`config.mk`:
```
export PLATFORM = sky130hd
export DESIGN_NAME = hazard_scoreboard
export DESIGN_NICKNAME = d
export VERILOG_FILES = /design/src/rtl/hazard_scoreboard.sv
export SDC_FILE = /design/constraint.sdc
export NUM_CORES = 1
export LEC_CHECK = 0
export CAP_MARGIN = 10
export CORE_ASPECT_RATIO = 1.75
export CORE_MARGIN = 5
export CORE_UTILIZATION = 45
export CTS_BUF_LIST = sky130_fd_sc_hd__clkbuf_2
export CTS_CLUSTER_DIAMETER = 100
export DETAILED_ROUTE_END_ITERATION = 10
export HOLD_SLACK_MARGIN = 0.05
export PLACE_DENSITY = 0.75
export SLEW_MARGIN = 15
export SYNTH_ARGS = -nofsm -noshare
export SYNTH_HDL_FRONTEND = slang
export SYNTH_SLANG_ARGS = --single-unit
```
`constraint.sdc`:
```
create_clock -name clk -period 2.1 [get_ports clk]
set_input_delay 0.42 -clock clk [delete_from_list [all_inputs] [get_ports clk]]
set_output_delay 0.42 -clock clk [all_outputs]
set_load 0.05 [all_outputs]
```
`src/rtl/hazard_scoreboard.sv`:
```
// ---------------------------------------------------------------------------
// hazard_scoreboard
//   Data-hazard / forwarding controller beside the ID stage of an in-order
//   pipeline. Keeps a shadow record of in-flight register writes (entry 0 =
//   EXE ... entry STAGES-1 = WB) and from it produces either a stall-only
//   interlock (FWD_EN=0) or per-operand forwarding selects with a load-use
//   stall (FWD_EN=1). Also counts stall cycles (saturating).
//
// Ports
//   clk, rst_n          clock, asynchronous active-low reset
//   id_valid            valid instruction in ID
//   id_src1/2           source register addresses
//   id_src1/2_used      operand is actually read
//   id_dst, id_wb_en    destination register and write enable of ID instr
//   id_is_load          ID instruction is a load
//   freeze              whole pipeline held; shadow state holds
//   flush               ID instruction squashed; bubble enters entry 0
//   hazard              stall IF/ID, insert bubble into EXE (combinational)
//   fwd_sel1/2          0 = register file, k+1 = entry k (combinational)
//   stall_cnt           saturating stall-cycle counter (registered)
// ---------------------------------------------------------------------------
module hazard_scoreboard #(
  parameter int unsigned REG_ADDR_W       = 5,
  parameter int unsigned STAGES           = 3,
  parameter bit          FWD_EN           = 1'b1,
  parameter bit          RF_WRITE_THROUGH = 1'b1,
  parameter int unsigned STAT_W           = 16,
  localparam int unsigned FS_W            = $clog2(STAGES + 1)
) (
  input  logic                  clk,
  input  logic                  rst_n,
  input  logic                  id_valid,
  input  logic [REG_ADDR_W-1:0] id_src1,
  input  logic [REG_ADDR_W-1:0] id_src2,
  input  logic                  id_src1_used,
  input  logic                  id_src2_used,
  input  logic [REG_ADDR_W-1:0] id_dst,
  input  logic                  id_wb_en,
  input  logic                  id_is_load,
  input  logic                  freeze,
  input  logic                  flush,
  output logic                  hazard,
  output logic [FS_W-1:0]       fwd_sel1,
  output logic [FS_W-1:0]       fwd_sel2,
  output logic [STAT_W-1:0]     stall_cnt
);

  // Entries whose pending write is still invisible to an ID-stage RF read.
  localparam logic [STAGES-1:0] IL_MASK = RF_WRITE_THROUGH ?
                                          {1'b0, {(STAGES-1){1'b1}}} :
                                          {STAGES{1'b1}};

  // Shadow entries. Only entry 0 needs the load flag: a load is only a
  // hazard while it sits in EXE, from entry 1 onward it forwards.
  logic [STAGES-1:0]     valid_q, valid_d;
  logic [STAGES-1:0]     wb_en_q, wb_en_d;
  logic [REG_ADDR_W-1:0] dst_q [STAGES];
  logic [REG_ADDR_W-1:0] dst_d [STAGES];
  logic                  ld0_q, ld0_d;
  logic [STAT_W-1:0]     stall_cnt_q, stall_cnt_d;

  logic [STAGES-1:0]     match1, match2;
  logic                  hazard_c;
  logic [FS_W-1:0]       sel1_c, sel2_c;

  // Per-entry RAW match for each operand; register 0 never matches.
  always_comb begin
    match1 = '0;
    match2 = '0;
    for (int k = 0; k < STAGES; k++) begin
      match1[k] = id_valid && id_src1_used && valid_q[k] && wb_en_q[k] &&
                  (dst_q[k] == id_src1) && (dst_q[k] != '0);
      match2[k] = id_valid && id_src2_used && valid_q[k] && wb_en_q[k] &&
                  (dst_q[k] == id_src2) && (dst_q[k] != '0);
    end
  end

  if (FWD_EN) begin : g_fwd
    // Select of the youngest (lowest-index) matching producer.
    function automatic logic [FS_W-1:0] youngest(input logic [STAGES-1:0] m);
      logic [FS_W-1:0] sel;
      sel = '0;
      for (int k = STAGES - 1; k >= 0; k--) begin
        if (m[k]) sel = FS_W'(k + 1);
      end
      // The last stage writes the RF in the same cycle ID reads it.
      if (RF_WRITE_THROUGH && (sel == FS_W'(STAGES))) sel = '0;
      return sel;
    endfunction

    // Entry 0 is always the youngest when it matches, so load-use reduces to it.
    always_comb begin
      sel1_c   = youngest(match1);
      sel2_c   = youngest(match2);
      hazard_c = ld0_q && (match1[0] || match2[0]);
    end
  end else begin : g_interlock
    logic unused_ld0;
    assign unused_ld0 = ld0_q;

    always_comb begin
      sel1_c   = '0;
      sel2_c   = '0;
      hazard_c = |((match1 | match2) & IL_MASK);
    end
  end

  // Shadow advance and stall counting; everything holds under freeze.
  always_comb begin
    valid_d     = valid_q;
    wb_en_d     = wb_en_q;
    dst_d       = dst_q;
    ld0_d       = ld0_q;
    stall_cnt_d = stall_cnt_q;
    if (!freeze) begin
      for (int k = STAGES - 1; k >= 1; k--) begin
        valid_d[k] = valid_q[k-1];
        wb_en_d[k] = wb_en_q[k-1];
        dst_d[k]   = dst_q[k-1];
      end
      // Stall or flush turns the ID slot into a bubble.
      valid_d[0] = id_valid && !hazard_c && !flush;
      wb_en_d[0] = id_wb_en;
      dst_d[0]   = id_dst;
      ld0_d      = id_is_load;
      if (hazard_c && (stall_cnt_q != '1)) begin
        stall_cnt_d = stall_cnt_q + STAT_W'(1);
      end
    end
  end

  // State registers.
  always_ff @(posedge clk or negedge rst_n) begin
    if (!rst_n) begin
      valid_q     <= '0;
      wb_en_q     <= '0;
      ld0_q       <= 1'b0;
      stall_cnt_q <= '0;
      for (int k = 0; k < STAGES; k++) begin
        dst_q[k] <= '0;
      end
    end else begin
      valid_q     <= valid_d;
      wb_en_q     <= wb_en_d;
      ld0_q       <= ld0_d;
      stall_cnt_q <= stall_cnt_d;
      for (int k = 0; k < STAGES; k++) begin
        dst_q[k] <= dst_d[k];
      end
    end
  end

  assign hazard    = hazard_c;
  assign fwd_sel1  = sel1_c;
  assign fwd_sel2  = sel2_c;
  assign stall_cnt = stall_cnt_q;

endmodule

```
==> flow_metrics.py <==
metrics = {
    "outcome": {
        "status": "finished with violations",
        "violations": "setup timing",
    },
    "floorplanning": {
        "row_count": 29,
        "die_x_um": 55.7,
        "ios": 45,
        "start_util": 0.458,
        "die_h_um": 90.0,
        "core-area_um2": 3590,
        "die_area_um2": 5010,
    },
    "worst_setup_path": {
        "path_cells": "or4_4 > o211ai_1 > buf_4 > nor2_4 > nor3_4 > buf_12",
        "cp_slowest_cell": "or4_4",
        "crit_start": "dst_q[11]",
        "path_delay_family": "simple AND/OR/NAND/NOR gates",
        "worstPathMaxFanout": 4,
        "worstSetupPathType": "flop to primary output",
        "worstRegToRegCells": 9,
        "crit_path_end_kind": "primary output",
        "startpoint_type": "flop",
        "cp_num_buf_inv": 2,
        "r2r-end": "stall_cnt[4]",
        "required_ns": 1.68,
        "cp_slowest_stage_delay_ns": 0.55,
        "rrSetupSlack_ns": -0.08,
        "crit_cells": 6,
        "cp.arrival_ns": 2.13,
        "r2r_start": "dst_q[11]",
    },
    "drt": {
        "drt_iter0_drc": 32,
        "drc_errors": 0,
        "vias": 1455,
        "drt-total-wl_mm": 4.40,
        "wl_per_cell_um": 16.3,
        "first_pass_iters": 4,
        "drtAntennaViolNets": 0,
        "viasPerCell": 5.39,
    },
    "synthesis": {
        "synth_nets": 171,
        "synthesis.instances": 146,
        "ys_ff_latch": 31,
        "synth_area_leader_cell": "dfrtp_1",
        "syn_avg_cell_area_um2": 11.3,
        "synth_top_cell_area_share": 0.472,
        "yosysUniqueCellTypes": 27,
        "synth_area_um2": 1640,
        "ys_seq_area_frac": 0.472,
        "synthTopCellsByArea": "dfrtp_1, mux2_2, xnor2_1, xor2_1, and3_1",
        "synth_warnings": 0,
    },
    "sta": {
        "tns_ns": -2.32,
        "finalCritPeriodShare": 1.21,
        "skew_ns": 0.0335,
        "rsz0062_at_grt": "true",
        "fin_crit_ns": 2.55,
        "slew_violations": 0,
        "setup_viol": 10,
        "hold_violations": 0,
        "max_clock_freq_mhz": 393,
        "max_slew_margin": 0.660,
        "worst_slack_ns": -0.445,
        "worstMarginPinSlew_ns": 0.509,
    },
    "power": {
        "irDropWorstVdd_uv": 388,
        "leakagePower_nw": 1.24,
        "p_per_area_nw_per_um2": 469,
        "power_mw": 1.19,
    },
    "cts": {
        "path_clk_slew_ns": 0.18,
        "clock_sinks": 31,
        "clockBufferDepth": 2,
        "cts_made_buffers": 5,
        "cts_tree": "yes",
        "root_buffer": "clkbuf_2",
        "clock_latency_ns": 0.38,
        "htree_levels": 2,
    },
    "finish": {
        "postLayoutCellArea_um2": 2540,
        "final_cells": 270,
        "drive_gt1_frac": 0.348,
        "layout_commonest_cell": "dfrtp_1",
        "nNetsFinal": 248,
        "final_core_util": 0.706,
        "synthToLayoutAreaGrowth_pct": 54.3,
        "final_cell_mix": "dfrtp_1, buf_4, clkdlybuf4s50_1",
        "n_antenna_cell": 0,
    },
    "place": {
        "place_area_um2": 2370,
        "port_buffers": 44,
        "place_hpwl_mm": 3.47,
        "post-place-cells": 256,
        "place_congestion": 0.960,
    },
    "run": {
        "drv_cap": 0,
    },
    "global_route": {
        "grt_pass1_vias": 1574,
        "grt_pass1_wl_mm": 7.40,
        "grt_usage": 0.187,
        "antenna_found_initial": 0,
        "overflow": 0,
        "grt_max_degree": 32,
    },
    "worst_hold_path": {
        "hp-class": "input port to asynchronous set/reset pin",
    },
}
==> metrics by stage <==
step | worst slack (ns) | hold WS (ns)
final | -0.445 | 0.403
after global routing | -0.529 | 0.427
after CTS | -0.480 | 0.401
after detailed placement | -0.475 | 0.495
after global placement | -0.412 | 0.482
after floorplan | -0.290 | 0.124
==> power by group <==
| part | total, mW | internal (mW) | switching, mW | leakage, nW |
|---|---|---|---|---|
| Combinational | 0.226 | 0.134 | 0.0925 | 0.818 |
| Clock | 0.285 | 0.0817 | 0.203 | 0.0304 |
| Sequential | 0.679 | 0.633 | 0.0454 | 0.391 |
| Total | 1.19 | 0.849 | 0.341 | 1.24 |
==> what timing repair did <==
action | 4_1_cts | 5_1_grt
resized for setup | 23 | 15
endpoints found under the setup margin | 19 | 25
gates cloned | 0 | 0
pin swaps | 6 | 5
hold buffers | 0 | 0
buffers inserted | 5 | 3
==> layout make-up <==
cell class	instances	area (um2)
Clock inverter	2	8.76
Fill cell	277	1060
Clock buffer	6	30.0
Multi-Input combinational cell	107	922
Timing Repair Buffer	74	722
Sequential cell	31	781
Inverter	4	15.0
Tap cell	46	57.6
==> cells in the mapped netlist <==
| cell | count |
|---|---|
| dfrtp_1 | 31 |
| xnor2_1 | 19 |
| xor2_1 | 16 |
| mux2_2 | 15 |
| and3_1 | 8 |
| nand4_1 | 8 |
| nand2_1 | 7 |
| nand3_1 | 7 |
| nor2_1 | 6 |
| inv_1 | 4 |
| clkbuf_1 | 3 |
| nor4_1 | 3 |
| o211ai_1 | 3 |
| nor3_1 | 2 |
| or4_1 | 2 |
| a2111o_1 | 1 |
| a211oi_2 | 1 |
| and2_2 | 1 |
| and4_1 | 1 |
| and4b_1 | 1 |
| buf_4 | 1 |
| ha_1 | 1 |
| nor3_2 | 1 |
| nor4_2 | 1 |
| nor4b_1 | 1 |
| o41ai_1 | 1 |
| or3_1 | 1 |
==> state kept, by name, indices dropped and copies added (netlist names) <==
register	cells
stall_cnt	16
wb_en_q	2
valid_q	2
ld0_q	1
dst_q	10
==> how the worst max path moves through the flow <==
stage	end	slack (ns)
floorplan	fwd_sel1[1]	-0.29
CTS	fwd_sel1[1]	-0.48
finish	fwd_sel1[1]	-0.45
global placement	stall_cnt[15]	-0.41
detailed placement	stall_cnt[15]	-0.47
global route	fwd_sel1[1]	-0.53
==> routing by layer <==
metal	vias to the layer above	global-route usage	routed length [um]
met3	8	0.0501	222
met4	0	0.0811	88
met5	-	0	0
met1	722	0.183	1520
met2	47	0.355	2570
li1	678	-	-
==> kinds of logic (layout without fill, tap and decap cells) <==
| group | Yosys count | count (layout) | synth area share |
|---|---|---|---|
| compound gates | 6 | 6 | 0.0335 |
| xor+xnor | 35 | 35 | 0.186 |
| fa+ha+maj | 1 | 1 | 0.00761 |
| buf+inv | 8 | 86 | 0.0205 |
| flops | 31 | 31 | 0.472 |
| mux | 15 | 15 | 0.103 |
| simple gates | 50 | 50 | 0.177 |
Note: power is estimated with default switching activity, not from simulation.
